**config.mk**
```make
export PLATFORM = sky130hd
export DESIGN_NAME = alu_share_ctrl
export DESIGN_NICKNAME = d
export VERILOG_FILES = /design/src/rtl/alu_share_pkg.sv /design/src/rtl/alu_4bit.sv /design/src/rtl/alu_rr_arb2.sv /design/src/rtl/alu_share_ctrl.sv
export SDC_FILE = /design/constraint.sdc
export NUM_CORES = 1
export LEC_CHECK = 0
export CORE_ASPECT_RATIO = 1.2
export CORE_MARGIN = 2
export CORE_UTILIZATION = 50
export DETAILED_ROUTE_END_ITERATION = 12
export GPL_ROUTABILITY_DRIVEN = 0
export PLACE_DENSITY = 0.78
export SYNTH_ARGS = -nofsm -noshare
export SYNTH_HDL_FRONTEND = slang
export SYNTH_HIERARCHICAL = 1
export SYNTH_SLANG_ARGS = --single-unit
export TNS_END_PERCENT = 30
```
**constraint.sdc**
```tcl
create_clock -name clk -period 4.5 [get_ports clk]
set_input_delay 1.125 -clock clk [delete_from_list [all_inputs] [get_ports clk]]
set_output_delay 1.125 -clock clk [all_outputs]
set_load 0.005 [all_outputs]
```
**src/rtl/alu_share_pkg.sv**
```systemverilog
// Shared encodings for the two-requester shared-ALU controller.
// Op codes, FSM states and requester-id width live here.
package alu_share_pkg;

   localparam int ID_W = 1;

   typedef logic [ID_W-1:0] id_t;

   typedef enum logic [2:0] {
      OP_ADD = 3'b000,
      OP_SUB = 3'b001,
      OP_AND = 3'b010,
      OP_OR  = 3'b011,
      OP_XOR = 3'b100,
      OP_NOT = 3'b101,
      OP_SHL = 3'b110,
      OP_SHR = 3'b111
   } op_t;

   typedef enum logic [1:0] {
      S_IDLE = 2'd0,
      S_EXEC = 2'd1,
      S_RESP = 2'd2
   } state_t;

endpackage

```
**src/rtl/alu_4bit.sv**
```systemverilog
// 4-bit combinational ALU with zero/carry/overflow flags.
// Carry is the borrow on subtract and the shifted-out bit on shifts.
module alu_4bit
   import alu_share_pkg::*;
(
   input  logic [3:0] A,
   input  logic [3:0] B,
   input  logic [2:0] ALU_Sel,
   output logic [3:0] ALU_Result,
   output logic       Zero,
   output logic       Carry,
   output logic       Overflow
);

   logic [4:0] w_sum;
   logic [4:0] w_dif;

   assign w_sum = {1'b0, A} + {1'b0, B};
   assign w_dif = {1'b0, A} - {1'b0, B};

   always_comb begin
      ALU_Result = 4'h0;
      Carry      = 1'b0;
      Overflow   = 1'b0;
      case (ALU_Sel)
         OP_ADD: begin
            ALU_Result = w_sum[3:0];
            Carry      = w_sum[4];
            Overflow   = (A[3] == B[3]) && (w_sum[3] != A[3]);
         end
         OP_SUB: begin
            ALU_Result = w_dif[3:0];
            Carry      = w_dif[4];
            Overflow   = (A[3] != B[3]) && (w_dif[3] != A[3]);
         end
         OP_AND: ALU_Result = A & B;
         OP_OR:  ALU_Result = A | B;
         OP_XOR: ALU_Result = A ^ B;
         OP_NOT: ALU_Result = ~A;
         OP_SHL: begin
            ALU_Result = {A[2:0], 1'b0};
            Carry      = A[3];
         end
         OP_SHR: begin
            ALU_Result = {1'b0, A[3:1]};
            Carry      = A[0];
         end
         default: ALU_Result = 4'h0;
      endcase
   end

   assign Zero = (ALU_Result == 4'h0);

endmodule

```
**src/rtl/alu_rr_arb2.sv**
```systemverilog
// Two-way round-robin arbiter; priority moves only when told a
// transaction for a given requester has completed.
module alu_rr_arb2
   import alu_share_pkg::*;
(
   input  logic clk,
   input  logic rst_n,
   input  logic i_req0,
   input  logic i_req1,
   input  logic i_upd,
   input  id_t  i_upd_id,
   output logic o_gnt_any,
   output id_t  o_gnt_id
);

   id_t r_prio;

   always_ff @(posedge clk or negedge rst_n) begin
      if (!rst_n) begin
         r_prio <= '0;
      end else if (i_upd) begin
         r_prio <= ~i_upd_id;
      end
   end

   assign o_gnt_any = i_req0 | i_req1;
   assign o_gnt_id  = (i_req0 & i_req1) ? r_prio : id_t'(i_req1);

endmodule

```
**src/rtl/alu_share_ctrl.sv**
```systemverilog
// Shares one alu_4bit between two requesters, one op in flight,
// with a registered response handshake and per-requester counters.
module alu_share_ctrl
   import alu_share_pkg::*;
#(
   parameter int CNT_W = 8
) (
   input  logic             clk,
   input  logic             rst_n,
   input  logic             req0_valid,
   input  logic             req1_valid,
   output logic             req0_ready,
   output logic             req1_ready,
   input  logic [2:0]       req0_op,
   input  logic [2:0]       req1_op,
   input  logic [3:0]       req0_a,
   input  logic [3:0]       req0_b,
   input  logic [3:0]       req1_a,
   input  logic [3:0]       req1_b,
   output logic             rsp_valid,
   input  logic             rsp_ready,
   output logic             rsp_id,
   output logic [3:0]       rsp_result,
   output logic             rsp_zero,
   output logic             rsp_carry,
   output logic             rsp_overflow,
   input  logic             cnt_clr,
   output logic [CNT_W-1:0] done_cnt0,
   output logic [CNT_W-1:0] done_cnt1
);

   state_t           r_state;
   op_t              r_op;
   logic [3:0]       r_a;
   logic [3:0]       r_b;
   id_t              r_id;
   logic             r_rsp_valid;
   id_t              r_rsp_id;
   logic [3:0]       r_rsp_res;
   logic             r_rsp_z;
   logic             r_rsp_c;
   logic             r_rsp_v;
   logic [CNT_W-1:0] r_cnt0;
   logic [CNT_W-1:0] r_cnt1;

   logic             w_gnt_any;
   id_t              w_gnt_id;
   logic             w_take;
   logic             w_hs;
   logic [3:0]       w_res;
   logic             w_z;
   logic             w_c;
   logic             w_v;

   alu_rr_arb2 u_arb (
      .clk       (clk),
      .rst_n     (rst_n),
      .i_req0    (req0_valid),
      .i_req1    (req1_valid),
      .i_upd     (w_hs),
      .i_upd_id  (r_rsp_id),
      .o_gnt_any (w_gnt_any),
      .o_gnt_id  (w_gnt_id)
   );

   alu_4bit u_alu (
      .A          (r_a),
      .B          (r_b),
      .ALU_Sel    (r_op),
      .ALU_Result (w_res),
      .Zero       (w_z),
      .Carry      (w_c),
      .Overflow   (w_v)
   );

   // rst_n gate keeps ready low while reset holds the FSM in IDLE
   assign w_take     = rst_n & (r_state == S_IDLE) & w_gnt_any;
   assign req0_ready = w_take & (w_gnt_id == 1'b0);
   assign req1_ready = w_take & (w_gnt_id == 1'b1);
   assign w_hs       = r_rsp_valid & rsp_ready;

   always_ff @(posedge clk or negedge rst_n) begin
      if (!rst_n) begin
         r_state     <= S_IDLE;
         r_op        <= OP_ADD;
         r_a         <= 4'h0;
         r_b         <= 4'h0;
         r_id        <= '0;
         r_rsp_valid <= 1'b0;
         r_rsp_id    <= '0;
         r_rsp_res   <= 4'h0;
         r_rsp_z     <= 1'b0;
         r_rsp_c     <= 1'b0;
         r_rsp_v     <= 1'b0;
      end else begin
         unique case (r_state)
            S_IDLE: begin
               if (w_take) begin
                  r_op    <= op_t'(w_gnt_id ? req1_op : req0_op);
                  r_a     <= w_gnt_id ? req1_a : req0_a;
                  r_b     <= w_gnt_id ? req1_b : req0_b;
                  r_id    <= w_gnt_id;
                  r_state <= S_EXEC;
               end
            end
            S_EXEC: begin
               r_rsp_res   <= w_res;
               r_rsp_z     <= w_z;
               r_rsp_c     <= w_c;
               r_rsp_v     <= w_v;
               r_rsp_id    <= r_id;
               r_rsp_valid <= 1'b1;
               r_state     <= S_RESP;
            end
            S_RESP: begin
               if (rsp_ready) begin
                  r_rsp_valid <= 1'b0;
                  r_state     <= S_IDLE;
               end
            end
            default: r_state <= S_IDLE;
         endcase
      end
   end

   always_ff @(posedge clk or negedge rst_n) begin
      if (!rst_n) begin
         r_cnt0 <= '0;
         r_cnt1 <= '0;
      end else if (cnt_clr) begin
         r_cnt0 <= '0;
         r_cnt1 <= '0;
      end else if (w_hs) begin
         if (r_rsp_id == 1'b0 && r_cnt0 != '1)
            r_cnt0 <= r_cnt0 + CNT_W'(1);
         if (r_rsp_id == 1'b1 && r_cnt1 != '1)
            r_cnt1 <= r_cnt1 + CNT_W'(1);
      end
   end

   assign rsp_valid    = r_rsp_valid;
   assign rsp_id       = r_rsp_id;
   assign rsp_result   = r_rsp_res;
   assign rsp_zero     = r_rsp_z;
   assign rsp_carry    = r_rsp_c;
   assign rsp_overflow = r_rsp_v;
   assign done_cnt0    = r_cnt0;
   assign done_cnt1    = r_cnt1;

endmodule

```
**Word level (Yosys, flattened, before mapping)**

Cells that the tools add are included.

- Equality and inequality tests: 17
- Bitwise logic cells: 13
- $add $sub $neg: 4
- Reduce and logical (&&, ||, !) cells: 16
- Multiplexer cells: 18

Operators with widths:

| cell | number |
|---|---|
| $mux 8 | 6 |
| $pmux 4 s8 | 1 |
| $add 8x1->8 const B | 2 |
| $ne 8x8->1 const B | 2 |
| $eq 3x3->1 const B | 4 |
| $reduce_and 2->1 | 5 |
| $mux 4 | 2 |
| $reduce_bool 2->1 | 4 |
| $and 1x1->1 | 6 |
| $eq 3x2->1 const B | 2 |
| $pmux 2 s3 | 1 |
| $add 4x4->5 | 1 |
| $sub 4x4->5 | 1 |
| $and 4x4->4 | 1 |
| $logic_and 1x1->1 | 4 |
| $logic_not 4->1 | 1 |
| $mux 2 | 2 |
| $ne 2x2->1 const B | 2 |
| $not 4->4 | 1 |
| $or 4x4->4 | 1 |
| $pmux 1 s2 | 2 |
| $pmux 1 s4 | 1 |
| $xor 4x4->4 | 1 |
| $eq 3x1->1 const B | 1 |
| other kinds (10) | 14 |

- Word-level logic and storage cells: 82
- Bits in registers: 40
- Bits of input ports: 28

**Logic depth before layout (Yosys ltp)**

- Depth in word-level cells: 5
- Gate-level depth with buffers: 9

**Modules after synthesis**

Netlist, hierarchy kept.

By module, submodules not included:

| module | seq. area each (um2) | instances | cells each | area an instance (um2) |
|---|---|---|---|---|
| alu_share_ctrl | 975.9 | 1 | 173 | 1850.5 |
| alu_4bit | 0.0 | 1 | 98 | 745.7 |
| alu_rr_arb2 | 25.0 | 1 | 5 | 52.6 |

**Worst setup path before layout**

OpenSTA, ideal clock, no wires.

- Path type: input-to-output
- Start: input port req1_valid
- End: output port req0_ready
- Slack: 1.435 ns
- Required time: 3.375 ns
- Arrival: 1.940 ns
- Cell stages on the path: 4
- Cell sequence: a21boi_1 clkbuf_1 buf_2 nor4_1

- Cells in the longest elaborated chain, start to end: 4
- Elaborated cells between the ends (all ways): 6
- Classes of those cells: 1 x mux; 5 x bitwise

Ends and longest elaborated chain:

| what | RTL line | RTL |
|---|---|---|
| from (decl) | alu_share_ctrl.sv:11 | `input logic req1_valid,` |
| $and 1x1->1 | alu_rr_arb2.sv:27 | `assign o_gnt_id = (i_req0 & i_req1) ? r_prio : id_t'(i_req1);` |
| $mux 1 | alu_rr_arb2.sv:27 |  |
| $not 1->1 | alu_share_ctrl.sv:78 | `assign req0_ready = w_take & (w_gnt_id == 1'b0);` |
| $and 1x1->1 * | alu_share_ctrl.sv:78 |  |
| to (decl) | alu_share_ctrl.sv:12 | `output logic req0_ready,` |

Mark *: on every way between the ends. The rest lies on a longest branch, timed or not.

**Final worst setup path**

- Start: input port req1_valid
- End: output port req0_ready

- Cells in the longest elaborated chain, start to end: 4
- Elaborated cells between the ends (all ways): 6
- Classes of those cells: 1 x mux; 5 x bitwise

Ends and longest elaborated chain:

| what | RTL line | RTL |
|---|---|---|
| $and 1x1->1 | alu_rr_arb2.sv:27 |  |
| $mux 1 * | alu_rr_arb2.sv:27 |  |
| via w_gnt_id | alu_share_ctrl.sv:47 | `id_t w_gnt_id;` |
| $not 1->1 * | alu_share_ctrl.sv:78 |  |
| $and 1x1->1 * | alu_share_ctrl.sv:78 |  |

Mark *: on every way through the listed nets, which the timed path passes. The rest lies on a longest branch.

==> impl_results.md <==
* CP Max Fanout at 3
* Netlist cell types at 63
* Area grow syn2layout at 25.0%
* CP max-delay cell: clkdlybuf4s50_1
* Asr flop ratio synth at between 90% and 100%
* Maximum vdd ir drop at about 0.26 mV
* P per Cell Area at 538 nW/um^2
* RR Startpoint: r_a[0]
* Placed cell count at 382
* Largest cells by area after synthesis: dfrtp_1 (38%), ha_1 (6.6%), mux2i_1 (6.4%)
* Flop-to-flop setup slack at between 1.5 and 2 ns
* Share of cells above drive strength 1 at 11.0%
* RR Endpoint: rsp_zero
* Seq/Total Area, Yosys at 37.8%
* DR vias at around 2200
* Worst stage delay on the critical path at 0.58 ns
* CP required at 3.38 ns
* Critical path startpoint category: input pin
* Ports at 55
* Hold Path Class: register to register
* Top-area cell type share of the netlist area at 37.8%
* Die W at approximately 70 um
* CP Class: input pin to primary output
* Htree depth at 2
* Cell depth of the worst setup path at 4
* Synth Register Bits at 40
* Warnings from Yosys at 6
* Synth Cell Area at roughly 2600 um^2
* Number of global-route vias before repair at 2147
* DRC viols at 0
* Die height at 83.7 um
* Die area at roughly 5900 um^2
* Fillers at approximately 450
* R2R depth at 9
* Setup repair bufs after CTS at 0
* Critical-path cell list: clkdlybuf4s50_1 -> a21boi_2 -> nor4_1 -> clkdlybuf4s50_1
* Top Family by Delay on Critical Path: buffers and inverters
* Final WL at a little under 6000 um
* Via density at 5.60
* CTS tree: yes
* Cts bufs inserted at 5
* Final worst path period share at roughly 85%
* Initial antenna violation count at 0
* Number of antenna diodes at 0
* Max Cap Viol at 0
* Relative slew slack at 53.7%
* Post-Layout Cell Count at between 300 and 400
* Crit path capture type: primary output
* Post-DP HPWL at 4200 um
* FP Rows at 29
* Outcome: completed
* IO buf count at 54
* Post-synth EDFFs at 0
* Critical Path AT at 2.71 ns
* CP most frequent cell: clkdlybuf4s50_1
* WL/cell at 14.8 um
* Most common flop cell mapped by yosys: dfrtp_1
* Core Region at between 5000 and 6000 um^2
* Critical path buffers and inverters at 2
* Max Buffers Root-to-Sink at 2
* First-pass GRT wire length at 9880 um
* Antenna viol nets, final at 0
* Top post-synthesis cells by count: dfrtp_1 (40), nor2_1 (36), a21oi_1 (21)
* Net Count, Synth at 320
* Worst skew pair latency at slightly below 0.3 ns
* Finish-stage setup viols at 0
* Post-DP Area at 3200 um^2
* RSZ-0062 raised after global routing: false
* Pleak at 0.00147 uW
* Largest net degree at the start of global routing at 41
* Max Slew Vio Count at 0
* Final-report hold violation count at 0
* Tightest Pin Transition at 0.693 ns
* Clk_skew at between 0.005 and 0.006 ns
* Mean Syn Cell Area at 9.60 um^2
* Resize count post-CTS at 0
* Cell accounting for the most synthesized area: dfrtp_1
* Clock period minus worst slack at around 3.8 ns
* Clock sink count at 40
* Detailed Route Iter0 Violations at roughly 110
* Top-count cell post-synth: dfrtp_1
* Setup_tns at 0 ns
* Fmax at roughly 0.26 GHz
* Clock transition at the registers of the reported paths at 0.08 ns
* Pre-Repair DR Iteration Count at 4
* Initial Utilization at 51.0%
* Remaining Overflow, GRT at 0
* CP Launch Point: req1_valid
* Cts hold-fix bufs at 0
* Root Driver: clkbuf_8
* Critical Path End: req0_ready
* Post-Syn Instances at 276
* # nets final at 371
* Design area at 3310 um^2
* Total GRT Usage at about a fifth
## power breakdown
part	internal (uW)	leakage [uW]	total (uW)	switching (uW)
Combinational	437	0.000911	867	429
Sequential	459	0.000502	618	158
Clock	164	0.0000541	296	132
## per-stage QoR
stage	setup slack, ns	power, uW	util [%]	hold WS (ns)
finish	0.668	1780	63.8	0.508
global route	0.599	1920	63.8	0.536
CTS	0.627	1790	63.8	0.514
detailed placement	0.632	1490	61.7	0.492
global placement	0.662	1470	61.7	0.486
floorplan	1.44	1240	-	0.475
## area by class of cell
type	instances	area (um^2)	share of cell area [%]
clock buffer	5	68.8	2.08
inverter	19	76.3	2.30
timing repair buffer	57	558	16.8
multi-input combinational	204	1490	44.9
tap	62	77.6	2.34
sequential	40	1000	30.2
clock inverter	3	42.5	1.28
## registers in the layout, summed over array words and instances, names as in the netlist
name          flops
done_cnt0         8
done_cnt1         8
r_a               4
r_b               4
rsp_result        4
r_op              3
r_state           2
r_id              1
rsp_carry         1
rsp_id            1
rsp_overflow      1
rsp_valid         1
rsp_zero          1
u_arb/r_prio      1
## worst min-delay path by stage
stage | cells past startpoint | from | slack [ns] | endpoint
floorplan | 1 | r_id | 0.47 | r_id
global placement | 1 | r_id | 0.49 | r_id
detailed placement | 1 | r_id | 0.49 | rsp_id
CTS | 1 | r_id | 0.51 | r_id
global route | 1 | r_id | 0.54 | r_id
finish | 1 | r_id | 0.51 | r_id
## cells by family after synthesis
kind of cell | after synthesis | synth area share [%]
XOR/XNOR | 9 | 2.98
multiplexers | 26 | 10.3
buffers and inverters | 32 | 6.19
AND/OR/NAND/NOR | 93 | 19.3
AO/OA/AOI/OAI | 60 | 15.4
adder cells (fa/ha/maj) | 16 | 8.12
flip-flops | 40 | 37.8
## cell usage in the layout (no fill, tap or decap), drive strengths merged, types with 3 or more instances in the layout
| master | instances |
|---|---|
| nand3 | 7 |
| o21ai | 9 |
| buf | 4 |
| nor3 | 7 |
| nand2 | 13 |
| dfrtp | 40 |
| ha | 14 |
| nor4 | 4 |
| nand4 | 4 |
| nor2 | 37 |
| mux2i | 17 |
| clkbuf | 5 |
| a22oi | 3 |
| inv | 18 |
| o31ai | 4 |
| mux2 | 9 |
| a21oi | 21 |
| clkdlybuf4s50 | 53 |
| a211oi | 3 |
| nand2b | 3 |
| xor2 | 7 |
| o211ai | 3 |
| and2 | 3 |
## routing by layer
layer	part of all wire [%]	vias up	track usage, %
met5	0	-	0
met2	52	56	36.5
met3	4.3	8	2.90
li1	-	1079	-
met4	1.3	0	6.12
met1	42	1042	26.6
(Power assumes the default switching activity.)
